$ cat config.mk
export PLATFORM = sky130hd
export DESIGN_NAME = adma_ram_arbiter
export DESIGN_NICKNAME = d
export VERILOG_FILES = /design/src/rtl/adma_ram_arbiter.sv
export SDC_FILE = /design/constraint.sdc
export NUM_CORES = 1
export LEC_CHECK = 0
export CORE_AREA = 3 3 143 145
export CTS_CLUSTER_SIZE = 20
export DETAILED_ROUTE_END_ITERATION = 10
export DIE_AREA = 0 0 146 148
export PLACE_DENSITY = 0.54
export SKIP_CTS_REPAIR_TIMING = 1
export SLEW_MARGIN = 20
export SYNTH_ARGS = -nofsm -noshare
export SYNTH_HDL_FRONTEND = slang
export SYNTH_SLANG_ARGS = --single-unit
$ cat constraint.sdc
create_clock -name CLK -period 2.4 [get_ports CLK]
set_input_delay 0.48 -clock CLK [delete_from_list [all_inputs] [get_ports CLK]]
set_output_delay 0.48 -clock CLK [all_outputs]
set_load 0.1 [all_outputs]
$ cat src/rtl/adma_ram_arbiter.sv
// Two-port arbiter sharing one single-ported RAM between the ADMA engine (port 0)
// and the host (port 1). Grants are registered. Bursts are capped at MAX_BURST
// beats when the other port is waiting. Read returns are tagged with the issuing
// port and delivered RD_LATENCY cycles after the RAM read strobe.
module adma_ram_arbiter #(
  parameter int unsigned RD_LATENCY = 1,
  parameter int unsigned MAX_BURST  = 16
) (
  input  logic          CLK,
  input  logic          RESET_N,
  input  logic [1:0]    req,
  input  logic [1:0]    rd,
  input  logic [1:0]    wr,
  input  logic [127:0]  addr,
  input  logic [63:0]   wdata,
  output logic [1:0]    gnt,
  output logic [1:0]    rvalid,
  output logic [31:0]   rdata,
  output logic [1:0]    collision,
  output logic [63:0]   ram_address,
  output logic          ram_read,
  output logic          ram_write,
  output logic [31:0]   data_to_ram,
  input  logic [31:0]   data_from_ram
);

  localparam int unsigned LastStage = RD_LATENCY - 1;
  localparam logic [7:0]  BurstLast = 8'(MAX_BURST - 1);

  typedef enum logic [1:0] {StIdle, StOwn0, StOwn1, StTurn} state_e;

  state_e                state_q, state_d;
  state_e                arb_state;
  logic                  last_owner_q, last_owner_d;
  logic [7:0]            beat_cnt_q, beat_cnt_d;
  logic [1:0]            collision_q, collision_d;
  logic [RD_LATENCY-1:0] pipe_vld_q, pipe_vld_d;
  logic [RD_LATENCY-1:0] pipe_port_q, pipe_port_d;

  logic owner_act;
  logic owner;
  logic other;
  logic beat;

  // Decode ownership and steer the owner's strobes, address and data to the RAM.
  always_comb begin
    owner_act   = (state_q == StOwn0) || (state_q == StOwn1);
    owner       = (state_q == StOwn1);
    other       = ~owner;
    ram_read    = 1'b0;
    ram_write   = 1'b0;
    ram_address = '0;
    data_to_ram = '0;
    if (owner_act) begin
      // A write wins over a simultaneous read; the read is dropped.
      ram_write   = wr[owner];
      ram_read    = rd[owner] & ~wr[owner];
      ram_address = owner ? addr[127:64] : addr[63:0];
      data_to_ram = owner ? wdata[63:32] : wdata[31:0];
    end
    beat = ram_read | ram_write;
  end

  // Arbitration shared by IDLE and TURN: sole requester wins, ties go to the
  // port that did not own last.
  always_comb begin
    arb_state = StIdle;
    case (req)
      2'b01:   arb_state = StOwn0;
      2'b10:   arb_state = StOwn1;
      2'b11:   arb_state = last_owner_q ? StOwn0 : StOwn1;
      default: arb_state = StIdle;
    endcase
  end

  // Ownership FSM next state, burst counting and last-owner tracking.
  always_comb begin
    state_d      = state_q;
    last_owner_d = last_owner_q;
    beat_cnt_d   = beat_cnt_q;
    case (state_q)
      StIdle, StTurn: begin
        state_d = arb_state;
        if (arb_state == StOwn0) begin
          last_owner_d = 1'b0;
          beat_cnt_d   = '0;
        end else if (arb_state == StOwn1) begin
          last_owner_d = 1'b1;
          beat_cnt_d   = '0;
        end
      end
      StOwn0, StOwn1: begin
        if (beat) beat_cnt_d = beat_cnt_q + 8'd1;
        if (!req[owner]) begin
          // Strobe in this cycle is still honoured above.
          state_d = StTurn;
        end else if (beat && (beat_cnt_q == BurstLast)) begin
          // Burst limit reached: hand over only if the other port is waiting.
          beat_cnt_d = '0;
          if (req[other]) state_d = StTurn;
        end
      end
      default: state_d = StIdle;
    endcase
  end

  // Read-return pipeline and collision flags for the next cycle.
  always_comb begin
    pipe_vld_d     = '0;
    pipe_port_d    = '0;
    pipe_vld_d[0]  = ram_read;
    pipe_port_d[0] = owner;
    for (int i = 1; i < RD_LATENCY; i++) begin
      pipe_vld_d[i]  = pipe_vld_q[i-1];
      pipe_port_d[i] = pipe_port_q[i-1];
    end
    collision_d = '0;
    if (owner_act && rd[owner] && wr[owner]) collision_d[owner] = 1'b1;
  end

  // State registers; reset also flushes reads in flight.
  always_ff @(posedge CLK or negedge RESET_N) begin
    if (!RESET_N) begin
      state_q      <= StIdle;
      last_owner_q <= 1'b1;
      beat_cnt_q   <= '0;
      collision_q  <= '0;
      pipe_vld_q   <= '0;
      pipe_port_q  <= '0;
    end else begin
      state_q      <= state_d;
      last_owner_q <= last_owner_d;
      beat_cnt_q   <= beat_cnt_d;
      collision_q  <= collision_d;
      pipe_vld_q   <= pipe_vld_d;
      pipe_port_q  <= pipe_port_d;
    end
  end

  // Outputs decoded from registered state.
  always_comb begin
    gnt    = {state_q == StOwn1, state_q == StOwn0};
    rvalid = '0;
    if (pipe_vld_q[LastStage]) rvalid[pipe_port_q[LastStage]] = 1'b1;
    collision = collision_q;
    rdata     = data_from_ram;
  end

endmodule

# --- Word-level counts from Yosys, hierarchy flattened ---
# Cells that the tools add are included.
totals:
  regBits: 15
  out_inout_bits: 136
classes:
  add_sub_neg: 1
  order_cmp: 5
  eq_ne: 12
  mux: 34
  bitwise: 4
  n_reduce_logical: 12
ops:
  columns: ["operator", "n"]
  rows:
  - ["2-to-1 mux 64 bit", 2]
  - ["2-to-1 mux 32 bit", 2]
  - ["2-to-1 mux 8 bit", 5]
  - ["one-hot mux 8 bit (2 select lines)", 1]
  - ["2-to-1 mux 1 bit", 14]
  - ["2-to-1 mux 2 bit", 6]
  - ["equality test 2 bit, second input constant", 5]
  - ["!= test 3 bit, second input constant", 3]
  - ["adder 8 x 1 -> 8 bit, second input constant", 1]
  - ["equality test 8 x 4 -> 1 bit, second input constant", 1]
  - ["equality test 2 x 1 -> 1 bit, second input constant", 3]
  - ["less-than comparator 1 x 2 -> 1 bit, second input constant", 3]
  - ["one-hot mux 2 bit (3 select lines)", 1]
  - ["logical AND 1 bit", 5]
  - ["one-hot mux 2 bit (2 select lines)", 1]
  - ["AND reduction 2 bit", 2]
  - ["OR reduction 2 bit", 2]
  - ["demux 1 bit (select 1 bit)", 2]
  - [">= comparator 1 bit, second input constant", 2]
  - ["zero test 2 bit", 1]
  - ["NOT 1 bit", 2]
  - ["nonzero test 2 bit", 1]
  - ["AND 1 bit", 1]
  - ["logical OR 1 bit", 1]
  - ["OR 1 bit", 1]

# --- Longest topological paths before layout ---
# Gate-level depths: netlist (run 1).
depth:
  depth_word: 11
  mapped_depth: 7

# --- Least setup slack after synthesis (run 1) ---
# Ideal clock, no wire load.
synth_path:
  path_kind: "register -> output"
  startpoint: "register state_q[0]"
  endpoint: "output ram_read"
  t_arrival_ns: 2.654
  required_ns: 1.920
  setup_slack_ns: -0.734
  stages_incl_launch_ff: 8
  cell_sequence: "dfrtp_1 inv_1 ha_1 buf_2 buf_2 nand2_1 o32a_1 nor2_1"
synth_between:
  elab_chain_cells: 6
  word_cells_on_any_way: 10
synth_lines:
  columns: ["item", "line_no", "text"]
  rows:
  - ["start: declaration", "32", "state_e state_q, state_d;"]
  - ["start signal: assignment", "124", "state_q <= StIdle;"]
  - ["start signal: assignment", "131", "state_q <= state_d;"]
  - ["equality test 2 bit (*)", "48", "owner = (state_q == StOwn1);"]
  - ["net owner", "41", "logic owner;"]
  - ["2-to-1 mux 1 bit (implied by the code) (2 in a row)", "57", "ram_read = rd[owner] & ~wr[owner];"]
  - ["NOT 1 bit", "57", null]
  - ["AND 1 bit", "57", null]
  - ["2-to-1 mux 1 bit (*)", "54", "if (owner_act) begin"]
  - ["end: declaration", "21", "output logic ram_read,"]
# Mark *: on every way through the listed nets, which the timed path passes. The rest lies on a longest branch. The select of a mux whose other input is x is not followed.

# --- Worst setup path after layout (run 1) ---
layout_path:
  startpoint: "register state_q[0]"
  endpoint: "output ram_address[40]"
layout_between:
  elab_chain_cells: 3
  word_cells_on_any_way: 5
layout_lines:
  columns: ["item", "line_no", "text"]
  rows:
  - ["equality test 2 bit or equality test 2 x 1 -> 1 bit (tied branches)", "47, 48", null]
  - ["2-to-1 mux 64 bit or logical OR 1 bit (tied branches)", "58, 47", null]
  - ["2-to-1 mux 64 bit (*)", "54", null]
  - ["end: declaration", "20", "output logic [63:0] ram_address,"]
# Every way passes the cells marked *; elsewhere a longest branch is shown, timed or not.

==> results of run 1 <==
-- metrics by stage --
stage,utilization [%],area (µm²)
finish,36.15,6989
global route,36.15,6989
CTS,35.42,6849
detailed placement,35.02,6770
global placement,35.02,6770
floorplan,-,2604
-- kinds of logic (layout without fill, tap and decap cells) --
kind of cell    count (synthesis)  count (layout)  synth area share, %
compound gates                 22              22                6.546
fa+ha+maj                       3               3                1.477
flops                          15              15                14.81
simple gates                  131             131                22.83
mux                           100             100                39.42
buf+inv                        64             333                14.91
-- worst max path at each step --
| stage | startpoint | endpoint | slack (ns) | depth (start not counted) |
|---|---|---|---|---|
| floorplan | state_q[0] | ram_address[10] | -0.59 | 6 |
| global placement | rd[0] | ram_read | 0.19 | 5 |
| detailed placement | rd[0] | ram_read | 0.17 | 5 |
| CTS | state_q[0] | ram_address[40] | 0.02 | 7 |
| global route | state_q[0] | data_to_ram[3] | -0.001 | 7 |
| finish | state_q[0] | ram_address[40] | 0.07 | 7 |
-- routing by layer --
layer / share of wire, % / wire [µm]
met1: 37 / 5083
met2: 53 / 7345
met3: 9.8 / 1354
met4: 0.27 / 38
met5: 0 / 0
-- placed cells by master (no fill, tap or decap), types with 2 or more instances in the layout --
cell | Yosys | layout
nand2_1 | 8 | 8
clkdlybuf4s50_1 | 0 | 199
a2bb2oi_1 | 2 | 2
a22o_1 | 2 | 2
a21oi_1 | 3 | 3
buf_16 | 0 | 3
nor2_1 | 100 | 91
mux2i_1 | 99 | 96
inv_1 | 7 | 7
buf_12 | 0 | 103
a311o_1 | 2 | 2
and2_1 | 4 | 4
o21ai_0 | 3 | 3
nor4_2 | 2 | 2
nor3_2 | 2 | 2
mux2i_2 | 0 | 3
nand3_1 | 5 | 5
ha_1 | 3 | 2
buf_4 | 33 | 14
dfrtp_1 | 14 | 14
clkbuf_16 | 0 | 5
a211o_1 | 2 | 2
o211ai_1 | 3 | 3
and3_1 | 2 | 2
nor2b_1 | 3 | 3
nor2_4 | 0 | 8
-- sequential cells by signal, indices dropped and copies added, names as in the netlist --
register,count
beat_cnt_q,8
collision,2
state_q,2
last_owner_q,1
pipe_port_q,1
pipe_vld_q,1
-- layout make-up --
| cell class | instances | area share, % |
|---|---|---|
| clock buffer | 4 | 1.128 |
| inverter | 7 | 0.3759 |
| multi-input combinational | 256 | 26.80 |
| sequential | 15 | 5.388 |
| tap | 265 | 4.744 |
| timing repair buffer | 322 | 61.56 |
-- critical path, delay by kind of cell (launching register included) --
kind / cells / cell delay (ns)
and+or+nand+nor: 1 / 0.09
muxes: 1 / 0.24
adders and majority gates: 1 / 0.23
buffers and inverters: 4 / 0.62
DFF: 1 / 0.39
==> metrics, run 1 <==
status=finished clean; diodes inserted=0; grt total ovfl=0; antenna-violating nets left=0; Distinct cells, synth=34; portion of synthesized cell area occupied by the leading cell type=38.98%; total area of multi-input combinational cells=0.001873 mm²; final HPWL from detailed placement=11630 µm; global-route wire length before repair=19620 µm; CP max-delay cell=dfrtp_1; hold slack final=between 0.5 and 0.6 ns; most common cell in the synthesized netlist=nor2_1; worst min-delay path category=register to register; syn avg cell area=around 7.6 µm²; buffer depth of the longest clock path=2; series of cell instances along the critical path=inv_1 > ha_4 > buf_16 > buf_16 > mux2i_2 > nor2_1 > buf_12; dominant cell type by count on the critical path=buf_16; leading cell types by total area after synthesis=mux2i_1 39%, nor2_1 15%, dfrtp_1 14%, buf_4 9.7%, buf_2 2.4%; Setup crit end kind=output pin; post-synthesis instance area=between 0.002 and 0.003 mm²; number of flops mapped to enable cells by yosys=0; final number of max-transition violations=0; share of flip-flops with an asynchronous set or reset=100.0%; CTS Sinks=15; CTS H-tree lvls=1; actual transition at the worst max-transition pin=0.7405 ns; number of placed instances, taps included=between 800 and 900; # fillers=1928; final count of negative-setup-slack endpoints=0; worst-case clock skew=0.005456 ns; pin count of the biggest net entering global routing=48; growth of design area from synthesis to finish=174.9%; required time of the worst setup path=1.92 ns; capture point of the worst reg-to-reg path=beat_cnt_q[0]; final worst setup slack=between 0.07 and 0.08 ns; layout cells sized above 1=24.17%; chip height=148 µm; remaining design rule violation count=0; most used standard cells in the synthesized netlist=100 x nor2_1, 99 x mux2i_1, 33 x buf_4; overall fraction of global-route tracks in use=11.35%; global routing usage on met3=4.660%; layer carrying the most global-route usage=met2; final hold violation count=0; Total Die Area=0.02161 mm²; I/O pin count=between 300 and 400; worst endpoint data arrival time=1.85 ns; dominant cell type by area after synthesis=mux2i_1; depth of the worst register-to-register path=7; CTS tree=yes; number of global-route vias before repair=3322; gpl congestion=~0.78; final worst path period share=96.91%; post-placement worst setup slack=between 0.15 and 0.2 ns; Site Rows=51; Initial Utilization=13.15%; Vias=3264; final worst path period need=2.326 ns; number of instances in the synthesized netlist=around 340; met1 track utilization from global routing=12.73%; initial antenna violation count=0; biggest fanout along the worst timing path=15; achievable frequency=around 430 MHz; worst-case headroom to the max-slew limit=about half; Post-layout nets=840; Worst setup SP type=register; reg2reg start=state_q[0]; mean number of vias per cell=3.756; depth of the worst hold-timing path=2; M2 GR Usage=20.98%; post-synthesis sequential area ratio=14.81%; Ys Warns=0; hold path startpoint=last_owner_q; Die Width=146 µm; register area=376.6 µm²; Crit Path Category=register to output pin; source-to-sink clock delay at the later pin of the worst-skew pair=0.25 ns; wire length per cell=15.90 µm; area of the core region=0.01933 mm²; net count after synthesis=570; worst setup slack for register-to-register paths=about 0.44 ns; main flop type after synthesis=dfrtp_1; TritonCTS buffer count=3; Initial DRT Pass Iterations=4; number of non-filler instances in the completed layout=869; flops & latches, synth=15; Fin Setup TNS=0 ns; buffer cell driving the clock tree root=clkbuf_16; starting DRC count in detailed routing=68; drt total wl=around 14000 µm; clock edge transition at the registers on the reported setup and hold paths=0.05 ns; WHS Endpoint=last_owner_q; I/O Buffers=about 300; critical path's largest stage delay=0.39 ns; max_cap viols=0
Power of run 1 is left out: the tool's default activity adds up to more than one toggle a clock period on the data nets, which glitch-free logic cannot reach.
==> inputs of run 2 (changes only) <==
Settings changed: MAX_ROUTING_LAYER from default to met4.
==> metrics, run 2 (synthesized netlist as in run 1, its figures left out) <==
gpl congestion=0.7859 (+1.4%); buffer depth of the longest clock path=2 (unchanged); global-route wire length before repair=19540 µm (-0.42%); actual transition at the worst max-transition pin=0.7459 ns (+0.005454 ns); final number of max-transition violations=0 (unchanged); hold path startpoint=last_owner_q; final count of negative-setup-slack endpoints=0 (unchanged); area of the core region=0.01933 mm² (unchanged); grt total ovfl=0 (unchanged); Site Rows=51 (unchanged); remaining design rule violation count=0 (unchanged); Total Die Area=0.02161 mm² (unchanged); max_cap viols=0 (unchanged); initial antenna violation count=0 (unchanged); largest register by flop count=beat_cnt_q; required time of the worst setup path=1.92 ns (about the same); number of buffers and inverters on the critical path=4 (unchanged); buffer cell driving the clock tree root=clkbuf_16; Vias=3267 (+0.092%); Die Width=146 µm (unchanged); max FFs per register=8 (unchanged); overall fraction of global-route tracks in use=11.69% (+0.34 points); capture point of the worst reg-to-reg path=beat_cnt_q[0]; starting DRC count in detailed routing=63 (-7.4%); growth of design area from synthesis to finish=174.9% (unchanged); achievable frequency=430.9 MHz (+0.22%); wire length per cell=15.93 µm (+0.19%); WHS Endpoint=last_owner_q; antenna-violating nets left=0 (unchanged); Initial Utilization=13.15% (unchanged); diodes inserted=0 (unchanged); status=finished clean; biggest fanout along the worst timing path=15 (unchanged); launching instance or port of the critical path=state_q[0]; mean number of vias per cell=3.759 (about the same); source-to-sink clock delay at the later pin of the worst-skew pair=0.25 ns (about the same); CTS H-tree lvls=1 (unchanged); worst-case clock skew=0.003604 ns (-0.001851 ns); number of global-route vias before repair=3338 (+0.48%); final hold violation count=0 (unchanged); family with the most delay on the worst path=buffers and inverters; reg2reg start=state_q[0]; most frequent cells in the layout=199 x clkdlybuf4s50_1, 103 x buf_12, 96 x mux2i_1, 91 x nor2_1; critical path's largest stage delay=0.39 ns (about the same); I/O Buffers=303 (unchanged); pin count of the biggest net entering global routing=48 (unchanged); Crit Path Category=register to output pin; TritonCTS buffer count=3 (unchanged); most common cell after layout, fill and taps aside=clkdlybuf4s50_1; chip height=148 µm (unchanged); depth of the worst register-to-register path=7 (unchanged); worst min-delay path category=register to register; final worst path period need=2.321 ns (-0.005068 ns); Initial DRT Pass Iterations=4 (unchanged); final HPWL from detailed placement=11630 µm (unchanged); dominant cell type by count on the critical path=buf_16; final worst path period share=96.70% (-0.21 points); CTS Sinks=15 (unchanged); worst-case headroom to the max-slew limit=50.12% (-0.36 points); layout cells sized above 1=24.17% (unchanged); clock edge transition at the registers on the reported setup and hold paths=0.05 ns (about the same); worst setup slack for register-to-register paths=0.45 ns (about the same); CP max-delay cell=dfrtp_1; number of placed instances, taps included=858 (unchanged); series of cell instances along the critical path=inv_1 > ha_4 > buf_16 > buf_16 > mux2i_2 > nor2_1 > buf_12; Setup crit end kind=output pin; CTS tree=yes; number of non-filler instances in the completed layout=869 (unchanged); Worst setup SP type=register; depth of the worst hold-timing path=2 (unchanged); Post-layout nets=840 (unchanged); I/O pin count=368 (unchanged); drt total wl=13850 µm (+0.19%); worst endpoint data arrival time=1.84 ns (about the same)
## run 2: how the worst max path moves through the flow
stage,endpoint,slack (ns),cells past startpoint
floorplan,ram_address[10],-0.59,6
global placement,ram_read,0.19,5
detailed placement,ram_read,0.17,5
CTS,ram_address[40],0.02,7
global route,data_to_ram[3],-0.002,7
finish,ram_address[40],0.08,7
## run 2: through the flow
step	setup WS (ns)	instance area (µm²)	hold WS [ns]	TNS [ns]	util, %
2_1_floorplan	-0.5899	2604	0.1844	-52.95	-
3_3_place_gp	0.1869	6770	0.5194	0	35.02
3_5_place_dp	0.1652	6770	0.5270	0	35.02
4_1_cts	0.02196	6849	0.5331	0	35.42
5_1_grt	-0.002400	6989	0.5617	-0.002400	36.15
6_report	0.07921	6989	0.5318	0	36.15
## run 2: tightest hold or removal path, stage by stage (launching register included)
cell	delay, ns
dfstp_2	0.37
a21oi_1	0.10
a31oi_1	0.05
## run 2: area by class of cell
cell class / instances / area [µm²]
Multi-Input combinational cell: 256 / 1873
Clock buffer: 4 / 78.83
Fill cell: 1928 / 12350
Timing Repair Buffer: 322 / 4303
Sequential cell: 15 / 376.6
Inverter: 7 / 26.28
Tap cell: 265 / 331.6
## run 2: per-layer routing
metal	routed length (µm)	up-vias	GRT usage, %
met5	0	-	-
met4	37	0	0.9878
met3	1151	5	3.709
met2	7346	171	20.98
met1	5312	1442	13.32
li1	-	1649	-
Power of run 2 is left out for the same reason.
